==> src/rtl/dft64_frame_loader.sv <==
`timescale 1ns/1ps
// -----------------------------------------------------------------------------
// dft64_frame_loader
//
// Upstream feeder for dft64. Serial signed samples arrive on a valid/ready
// handshake and are collected into one of two frame banks (ping-pong). Each
// completed frame is sent to dft64 as BEATS back-to-back beats of LANES
// samples. After a burst, the block waits for dft64 `done` before it starts the
// next burst. While that frame is being transformed, the other bank keeps
// filling.
//
// Ports
//   clk           sole clock, rising edge
//   sreset        asynchronous, active-high reset (release is synchronous)
//   sample_in     input sample, two's complement, SAMPLE_W bits
//   sample_valid  sample_in is valid
//   sample_ready  a sample can be accepted this cycle (0 while both banks are
//                 full or while sreset is high)
//   samples       beat data {s[L*b], s[L*b+1], ..., s[L*b+L-1]}, with the
//                 lowest-index sample in the MSBs
//   rel           samples valid; high for exactly BEATS consecutive cycles
//   calculate     high while a frame is being delivered or transformed
//   done          dft64 result-valid; only looked at in WAIT_DONE
//   frames_sent   count of completed bursts, wraps at 16 bits
//   timeout_err   sticky; set when done does not arrive within DONE_TIMEOUT
//
// FRAME must be a multiple of LANES.
// -----------------------------------------------------------------------------
module dft64_frame_loader #(
  parameter int SAMPLE_W     = 16,
  parameter int LANES        = 8,
  parameter int FRAME        = 64,
  parameter int DONE_TIMEOUT = 16
) (
  input  logic                      clk,
  input  logic                      sreset,
  input  logic [SAMPLE_W-1:0]       sample_in,
  input  logic                      sample_valid,
  output logic                      sample_ready,
  output logic [LANES*SAMPLE_W-1:0] samples,
  output logic                      rel,
  output logic                      calculate,
  input  logic                      done,
  output logic [15:0]               frames_sent,
  output logic                      timeout_err
);

  localparam int BEATS  = FRAME / LANES;
  localparam int IDX_W  = (FRAME > 1) ? $clog2(FRAME) : 1;
  localparam int BEAT_W = (BEATS > 1) ? $clog2(BEATS) : 1;
  localparam int CNT_W  = (DONE_TIMEOUT > 1) ? $clog2(DONE_TIMEOUT) : 1;

  typedef enum logic [1:0] {
    IDLE,
    BURST,
    WAIT_DONE
  } state_t;

  // ---------------------------------------------------------------------------
  // Storage and bank bookkeeping
  // ---------------------------------------------------------------------------
  logic [SAMPLE_W-1:0] mem [2][FRAME];
  logic [1:0]          full;
  logic [1:0]          full_d;
  logic                wr_bank;
  logic                rd_bank;
  logic [IDX_W-1:0]    wr_idx;
  logic                accept;
  logic                wr_last;

  // Read FSM
  state_t              state_q;
  state_t              state_d;
  logic [BEAT_W-1:0]   beat_q;
  logic [BEAT_W-1:0]   beat_d;
  logic [CNT_W-1:0]    cnt_q;
  logic [CNT_W-1:0]    cnt_d;
  logic                release_bank;
  logic                timeout_hit;

  // Next values of the registered outputs
  logic                      rel_d;
  logic                      calc_d;
  logic [LANES*SAMPLE_W-1:0] samples_d;

  // ---------------------------------------------------------------------------
  // Write side
  // ---------------------------------------------------------------------------
  // Ready depends only on registered flags and on reset. It never depends on
  // sample_valid, so the handshake has no combinational loop.
  assign sample_ready = ~full[wr_bank] & ~sreset;
  assign accept       = sample_valid & sample_ready;
  assign wr_last      = (wr_idx == IDX_W'(FRAME - 1));

  // NOTE: the sample store has no reset. Its contents are meaningless until
  // the matching full flag is set, so clearing it would only cost reset fan-out.
  always_ff @(posedge clk) begin
    if (accept) begin
      mem[wr_bank][wr_idx] <= sample_in;
    end
  end

  // The writer may complete one bank on the same edge that the reader
  // releases the other. Both updates are merged here. They can never target
  // the same bank, because a full bank blocks writes.
  always_comb begin
    // NOTE: combinational blocks use blocking '=' and assign every output a
    // default first, so later conditional overrides cannot infer a latch.
    full_d = full;
    if (release_bank) begin
      full_d[rd_bank] = 1'b0;
    end
    if (accept && wr_last) begin
      full_d[wr_bank] = 1'b1;
    end
  end

  always_ff @(posedge clk or posedge sreset) begin
    // NOTE: clocked state uses non-blocking '<=', so every flop samples values
    // from before the edge, whatever order the statements appear in.
    if (sreset) begin
      full    <= '0;
      wr_bank <= 1'b0;
      wr_idx  <= '0;
    end else begin
      full <= full_d;
      if (accept) begin
        if (wr_last) begin
          wr_idx  <= '0;
          wr_bank <= ~wr_bank;
        end else begin
          wr_idx <= wr_idx + 1'b1;
        end
      end
    end
  end

  // ---------------------------------------------------------------------------
  // Read FSM: state register
  // ---------------------------------------------------------------------------
  always_ff @(posedge clk or posedge sreset) begin
    if (sreset) begin
      state_q <= IDLE;
      beat_q  <= '0;
      cnt_q   <= '0;
    end else begin
      state_q <= state_d;
      beat_q  <= beat_d;
      cnt_q   <= cnt_d;
    end
  end

  // ---------------------------------------------------------------------------
  // Read FSM: next state
  // beat_q is the index of the beat currently on `samples`.
  // ---------------------------------------------------------------------------
  always_comb begin
    state_d      = state_q;
    beat_d       = beat_q;
    cnt_d        = cnt_q;
    release_bank = 1'b0;
    timeout_hit  = 1'b0;
    case (state_q)
      IDLE: begin
        if (full[rd_bank]) begin
          state_d = BURST;
          beat_d  = '0;
        end
      end
      BURST: begin
        if (beat_q == BEAT_W'(BEATS - 1)) begin
          state_d      = WAIT_DONE;
          cnt_d        = '0;
          release_bank = 1'b1;
        end else begin
          beat_d = beat_q + 1'b1;
        end
      end
      WAIT_DONE: begin
        // done wins over a timeout that expires on the same edge.
        if (done) begin
          state_d = IDLE;
        end else if (cnt_q == CNT_W'(DONE_TIMEOUT - 1)) begin
          state_d     = IDLE;
          timeout_hit = 1'b1;
        end else begin
          cnt_d = cnt_q + 1'b1;
        end
      end
      default: begin
        state_d = IDLE;
      end
    endcase
  end

  // ---------------------------------------------------------------------------
  // Read FSM: outputs
  // The outputs are decoded from the next state and registered below, so rel
  // and samples change together on the edge where the beat is launched.
  // ---------------------------------------------------------------------------
  always_comb begin
    rel_d     = (state_d == BURST);
    calc_d    = (state_d != IDLE);
    samples_d = samples;
    if (state_d == BURST) begin
      for (int k = 0; k < LANES; k++) begin
        samples_d[(LANES-1-k)*SAMPLE_W +: SAMPLE_W] =
          mem[rd_bank][IDX_W'(int'(beat_d) * LANES + k)];
      end
    end
  end

  always_ff @(posedge clk or posedge sreset) begin
    if (sreset) begin
      rel         <= 1'b0;
      calculate   <= 1'b0;
      samples     <= '0;
      rd_bank     <= 1'b0;
      frames_sent <= '0;
      timeout_err <= 1'b0;
    end else begin
      rel       <= rel_d;
      calculate <= calc_d;
      samples   <= samples_d;
      if (release_bank) begin
        rd_bank     <= ~rd_bank;
        frames_sent <= frames_sent + 16'd1;
      end
      if (timeout_hit) begin
        timeout_err <= 1'b1;
      end
    end
  end

endmodule

==> config.mk <==
export PLATFORM = sky130hd
export DESIGN_NAME = dft64_frame_loader
export DESIGN_NICKNAME = d
export VERILOG_FILES = /design/src/rtl/dft64_frame_loader.sv
export SDC_FILE = /design/constraint.sdc
export NUM_CORES = 2
export LEC_CHECK = 0
export ABC_AREA = 0
export CORE_ASPECT_RATIO = 0.75
export CORE_MARGIN = 2
export CORE_UTILIZATION = 40
export DETAILED_ROUTE_END_ITERATION = 8
export MAX_ROUTING_LAYER = met4
export PLACE_DENSITY_LB_ADDON = 0.05
export SLEW_MARGIN = 40
export SYNTH_ARGS = -nofsm -noshare
export SYNTH_HDL_FRONTEND = slang
export SYNTH_SLANG_ARGS = --single-unit
export TNS_END_PERCENT = 10
==> constraint.sdc <==
create_clock -name clk -period 12.1 [get_ports clk]
set_clock_uncertainty 0.05 [all_clocks]
set_input_delay 1.815 -clock clk [delete_from_list [all_inputs] [get_ports clk]]
set_output_delay 1.815 -clock clk [all_outputs]
set_load 0.05 [all_outputs]
# ---- Yosys cells after proc, flatten, opt, wreduce, memory -nomap -nowiden
# Memory sizes are Yosys's and may differ from the RTL's.
# Index checks and enable logic that the tools add are counted.
dict set report op_classes {
  n_addsub 11
  magnitude_cmp 14
  eq_ne 9
  muxes 56
  bitwise_logic 18
  reduce_logical 9
}
# cell count
set ops {}
lappend ops {{$mux W1024} 1}
lappend ops {{$bmux W16 S6} 8}
lappend ops {{$mux W16} 17}
lappend ops {{$demux W16 S6} 1}
lappend ops {{$ge A6 B7 Y1 const B} 8}
lappend ops {{$not A6 Y6} 8}
lappend ops {{$add A6 B3 Y6 const B} 4}
lappend ops {{$add A16 B1 Y16 const B} 1}
lappend ops {{$add A6 B1 Y6 const B} 2}
lappend ops {{$add A6 B2 Y6 const B} 2}
lappend ops {{$mux W1} 12}
lappend ops {{$mux W2} 6}
lappend ops {{$mux W4} 3}
lappend ops {{$pmux W4 S2} 1}
lappend ops {{$ge A7 B7 Y1 const B} 1}
lappend ops {{$lt A7 B1 Y1 const B} 1}
lappend ops {{$not A6 Y7} 1}
lappend ops {{$eq A6 B6 Y1 const B} 1}
lappend ops {{$mux W3} 2}
lappend ops {{$mux W6} 1}
lappend ops {{$ne A2 B2 Y1 const B} 3}
lappend ops {{$pmux W2 S3} 1}
lappend ops {{$pmux W3 S2} 1}
lappend ops {{$add A4 B1 Y4 const B} 1}
lappend ops {{other kinds (18)} 30}
dict set report word_totals {
  ff_bits 166
  ram_bits 2048
  out_inout_bits 148
  word_cells 130
  mem_count 1
}
# memory depth width read_ports rd_ports_with_merged_regs wr line_no
set mem_list {}
lappend mem_list {mem 2 1024 1 0 1 62} ;# logic [SAMPLE_W-1:0] mem [2][FRAME];

# ---- Depth between registers and ports, before layout
dict set report depth {
  word_depth 9
  depth_mapped 14
}

# ---- Worst setup path after synthesis
# No wires, ideal clock.
dict set report synth_timing {
  path_kind {in2reg}
  start {input sreset}
  end {memory mem[0][64] (netlist bit), enable pin}
  setup_time_ns 0.389
  arrival_ns 4.861
  slack_ns 6.800
  cell_stages 6
  cell_sequence {a211oi_1 > nand2_1 > nor2_1 > nand3_1 > clkbuf_1 > nor2_1}
}
dict set report synth_between {
  elab_chain_cells 5
}
# item line_no
set synth_lines {}
lappend synth_lines {{start: declaration} 36} ;# input logic sreset,
lappend synth_lines {{$not A1 Y1} 91} ;# assign sample_ready = ~full[wr_bank] & ~sreset;
lappend synth_lines {{$and A1 B1 Y1} 91}
lappend synth_lines {{$and A1 B1 Y1} 92} ;# assign accept = sample_valid & sample_ready;
lappend synth_lines {{$mux W1} 98} ;# if (accept) begin
lappend synth_lines {{$mux W1024 (implied by the code)} 99} ;# mem[wr_bank][wr_idx] <= sample_in;
lappend synth_lines {{end: declaration} 62}
# Every way passes these cells.

# ---- Worst setup path after layout
dict set report layout_timing {
  start {register beat_q[0]}
  end {register samples[38]}
}
dict set report layout_between {
  elab_chain_cells 8
  elab_cells_between_ends 13
  cone_classes {2 x add/sub; 2 x eq/ne; 8 x mux; 1 x bitwise}
}
# item line_no
set layout_lines {}
lappend layout_lines {{start: declaration} 74} ;# logic [BEAT_W-1:0] beat_q;
lappend layout_lines {{start signal: assignment} 148} ;# beat_q <= beat_d;
lappend layout_lines {{$add A3 B1 Y3 or $eq A3 B3 Y1 (tied branches)} {176, 171}}
lappend layout_lines {{$mux W3} 171} ;# if (beat_q == BEAT_W'(BEATS - 1)) begin
lappend layout_lines {{$pmux W3 S2} 163} ;# case (state_q)
lappend layout_lines {{$add A6 B3 Y6} 208} ;# mem[rd_bank][IDX_W'(int'(beat_d) * LANES + k)];
lappend layout_lines {{$not A6 Y6 (implied by the code)} 208}
lappend layout_lines {{$bmux W16 S6} 208}
lappend layout_lines {{$mux W16 (implied by the code) (2 in series)} 208}
lappend layout_lines {{end signal: assignment} 224} ;# samples <= samples_d;
lappend layout_lines {{end: declaration} 40} ;# output logic [LANES*SAMPLE_W-1:0] samples,
# Parallel ways exist; a longest one is shown, timed or not. The select of a mux whose other input is x is not followed.
# A chain may end at the register's enable or synchronous reset.

==> flow_summary.toml <==
[grt]
grt_usage = 0.3211
overflow = 0
grt_max_degree = 145
grt_pass1_wl_um = 518000
antenna_found_initial = 44
grt_pass1_vias = 60280

[synthesis]
synth_edf_count = 2048
synthDistinctLibCells = 71
synth_common_cells = "2048 x edfxtp_1, 922 x nand2_1, 463 x a21oi_1"
yosysTopAreaCell = "edfxtp_1"
syn_area_mm2 = 0.09447
synth_ff_type = "edfxtp_1"
yosysMostFrequentCell = "edfxtp_1"
ys_async_sr_fraction = 0.07498
ys.warnings.count = 0
syn_nets = 7236
synth_seq_area_share = 0.6950
avgSynthCellArea_um2 = 13.10
synth_top_area_frac = 0.6510
synth_area_leaders = "edfxtp_1 65%, mux2i_1 4.6%, dfrtp_1 4.4%, nand2_1 3.7%, a21oi_1 2.5%"
postSynthCellCount = 7212
ys_ff_latch = 2214

[timing]
setup_viol = 0
setup-tns-final_ns = 0
slew_violations = 0
setup_ws_ns = 6.296
fin_crit_ns = 5.804
rsz0062_at_grt = "false"
worstMarginPinSlew_ns = 1.105
fin_crit_sh = 0.4797
finalHoldViolations = 0
slew_headroom = 0.2633
timing.fmax_mhz = 172.3

[placed_design]
routabilityCongestion = 0.8552
io_buffer_count = 167
pre_cts_ws_ns = 6.272
placed_cells = 10090
dp_hpwl_um = 229000

[power]
power_density_mw_per_mm2 = 287.6
peakVddDrop_uv = 265.0
total_power_w = 0.03101
p_leak_nw = 35.05

[clock_network]
post_cts_buffers = 0
cts.clk_slew.worst_paths_ns = 0.06
cts.hold.buffers_added = 0
cts_tree = "done"
htreeDepth = 4
cts_made_buffers = 230
cts_root_buf = "clkbuf_16"
max-clock-path-buffers = 4
post_cts_resized = 0
clock-sinks = 2214
clock_latency_ns = 0.91

[setup_path]
crit_path_start_kind = "register"
end_kind = "register"
cp_common_cell = "buf_4"
crit_arrival_ns = 6.54
slowest_delay_ns = 0.80
slowest_stage = "dfrtp_4"
worstPathRequired_ns = 12.84
crit_path_max_fanout = 64
worstPathCellList = "ha_4 > nand2_1 > nand3_4 > and2_4 > buf_4 > buf_4 > buf_4 > nand2_1 > a21oi_1 > a311oi_1 > nor4_1"
critPathKind = "reg -> reg"

[finish]
final_layout_size_suffix_gt1_frac = 0.1132
fin_cells = 10540
layout.nets = 7232
areaGrowthSynthToFinish_pct = 14.15

[run_status]
outcome = "finished, final reports clean"

[drt]
routed_via_density = 6.252
route.antenna.remaining_nets = 0
vias = 65870
wl_um = 380400
routedWlPerCell_um = 36.11
drtIter0Drc = 9729
first_pass_iters = 6
drc = 0

[run]
cap_violations = 0

[die]
ios = 168
die_w_um = 565.2
start_util = 0.4022
die_h_um = 424.9
rows = 154
dieArea_mm2 = 0.2401
core-area_mm2 = 0.2349

[hold_path]
hold_path.class = "reg -> reg"
==> metrics by stage <==
stage | cell area, um^2 | util | hold WS, ns
3_3_place_gp | 99320 | 0.4228 | 0.4123
4_1_cts | 107600 | 0.4583 | 0.4303
5_1_grt | 107800 | 0.4590 | 0.4505
6_report | 107800 | 0.4591 | 0.4256
2_1_floorplan | 94470 | - | 0.4097
3_5_place_dp | 100300 | 0.4268 | 0.4096
==> final cells by class <==
type / count / area, um^2
clock buffers: 307 / 6280
inverters: 9 / 76.32
diodes: 22 / 55.05
fillers: 20830 / 127000
well taps: 3120 / 3904
repair buffers: 347 / 3307
clock inverters: 111 / 1102
multi-input cells: 4406 / 27450
flip-flops and latches: 2214 / 65670
==> per-layer routing <==
metal | GRT usage | vias to the layer above | part of all wire
met1 | 0.4715 | 34170 | 0.45
met5 | - | - | 0
met4 | 0.08902 | 0 | 0.030
met3 | 0.07299 | 492 | 0.098
met2 | 0.4434 | 3497 | 0.42
li1 | - | 27720 | -
==> power breakdown <==
part	leakage, nW	switching, W	internal (W)
clock network	3.61	0.00310	0.00411
registers	20.3	0.000737	0.00868
logic	11.1	0.0106	0.00379
==> critical path, delay by kind of cell (launching register included) <==
family                     cells  cell delay, ns
adders and majority gates      1            0.25
AOI/OAI and AO/OA              2            0.29
and+or+nand+nor                5            1.97
DFF                            1            0.80
buffers and inverters          3            2.16
==> sequential cells by signal, indices dropped and copies added, names as in the netlist <==
name / count
rel: 1
frames_sent: 16
full: 2
timeout_err: 1
rd_bank: 1
state_q: 2
cnt_q: 4
wr_bank: 1
samples: 128
wr_idx: 6
beat_q: 3
calculate: 1
mem: 2048
==> cell usage in the layout (no fill, tap or decap), types with 125 or more instances in the layout <==
master / n
a21oi_1: 463
dfrtp_1: 161
buf_4: 163
nand2_1: 901
nor2_4: 125
o21ai_0: 287
edfxtp_1: 2048
clkdlybuf4s50_1: 142
a211oi_1: 126
clkbuf_16: 234
nand3_1: 391
mux2i_1: 434
nor3_1: 239
nor2_1: 317
==> cell families after synthesis <==
logic type | count (synthesis) | synth area share
and+or+nand+nor | 2306 | 0.1087
muxes | 550 | 0.06191
xor gates and xnor gates | 24 | 0.002225
buffers and inverters | 592 | 0.02799
AOI/OAI and AO/OA | 1522 | 0.1037
adders and majority gates | 4 | 0.0005298
DFF | 2214 | 0.6950
==> path summary, 6_finish.rpt <==
check                                            start                          end  slack [ns]  cells after the start
max                                beat_q[0]$_DFF_PP0_      samples[38]$_DFFE_PP0N_        6.30                     11
max in group asynchronous                       sreset          rd_bank$_DFFE_PP0N_        8.98                      3
min reg2reg                frames_sent[15]$_DFFE_PP0N_  frames_sent[15]$_DFFE_PP0N_        0.43                      1
min in group asynchronous                       sreset        wr_idx[2]$_DFFE_PP0N_        1.73                      2
min                        frames_sent[15]$_DFFE_PP0N_  frames_sent[15]$_DFFE_PP0N_        0.43                      1
max reg2reg                        beat_q[0]$_DFF_PP0_      samples[38]$_DFFE_PP0N_        6.30                     11
Power figures use the tool's default switching activity.
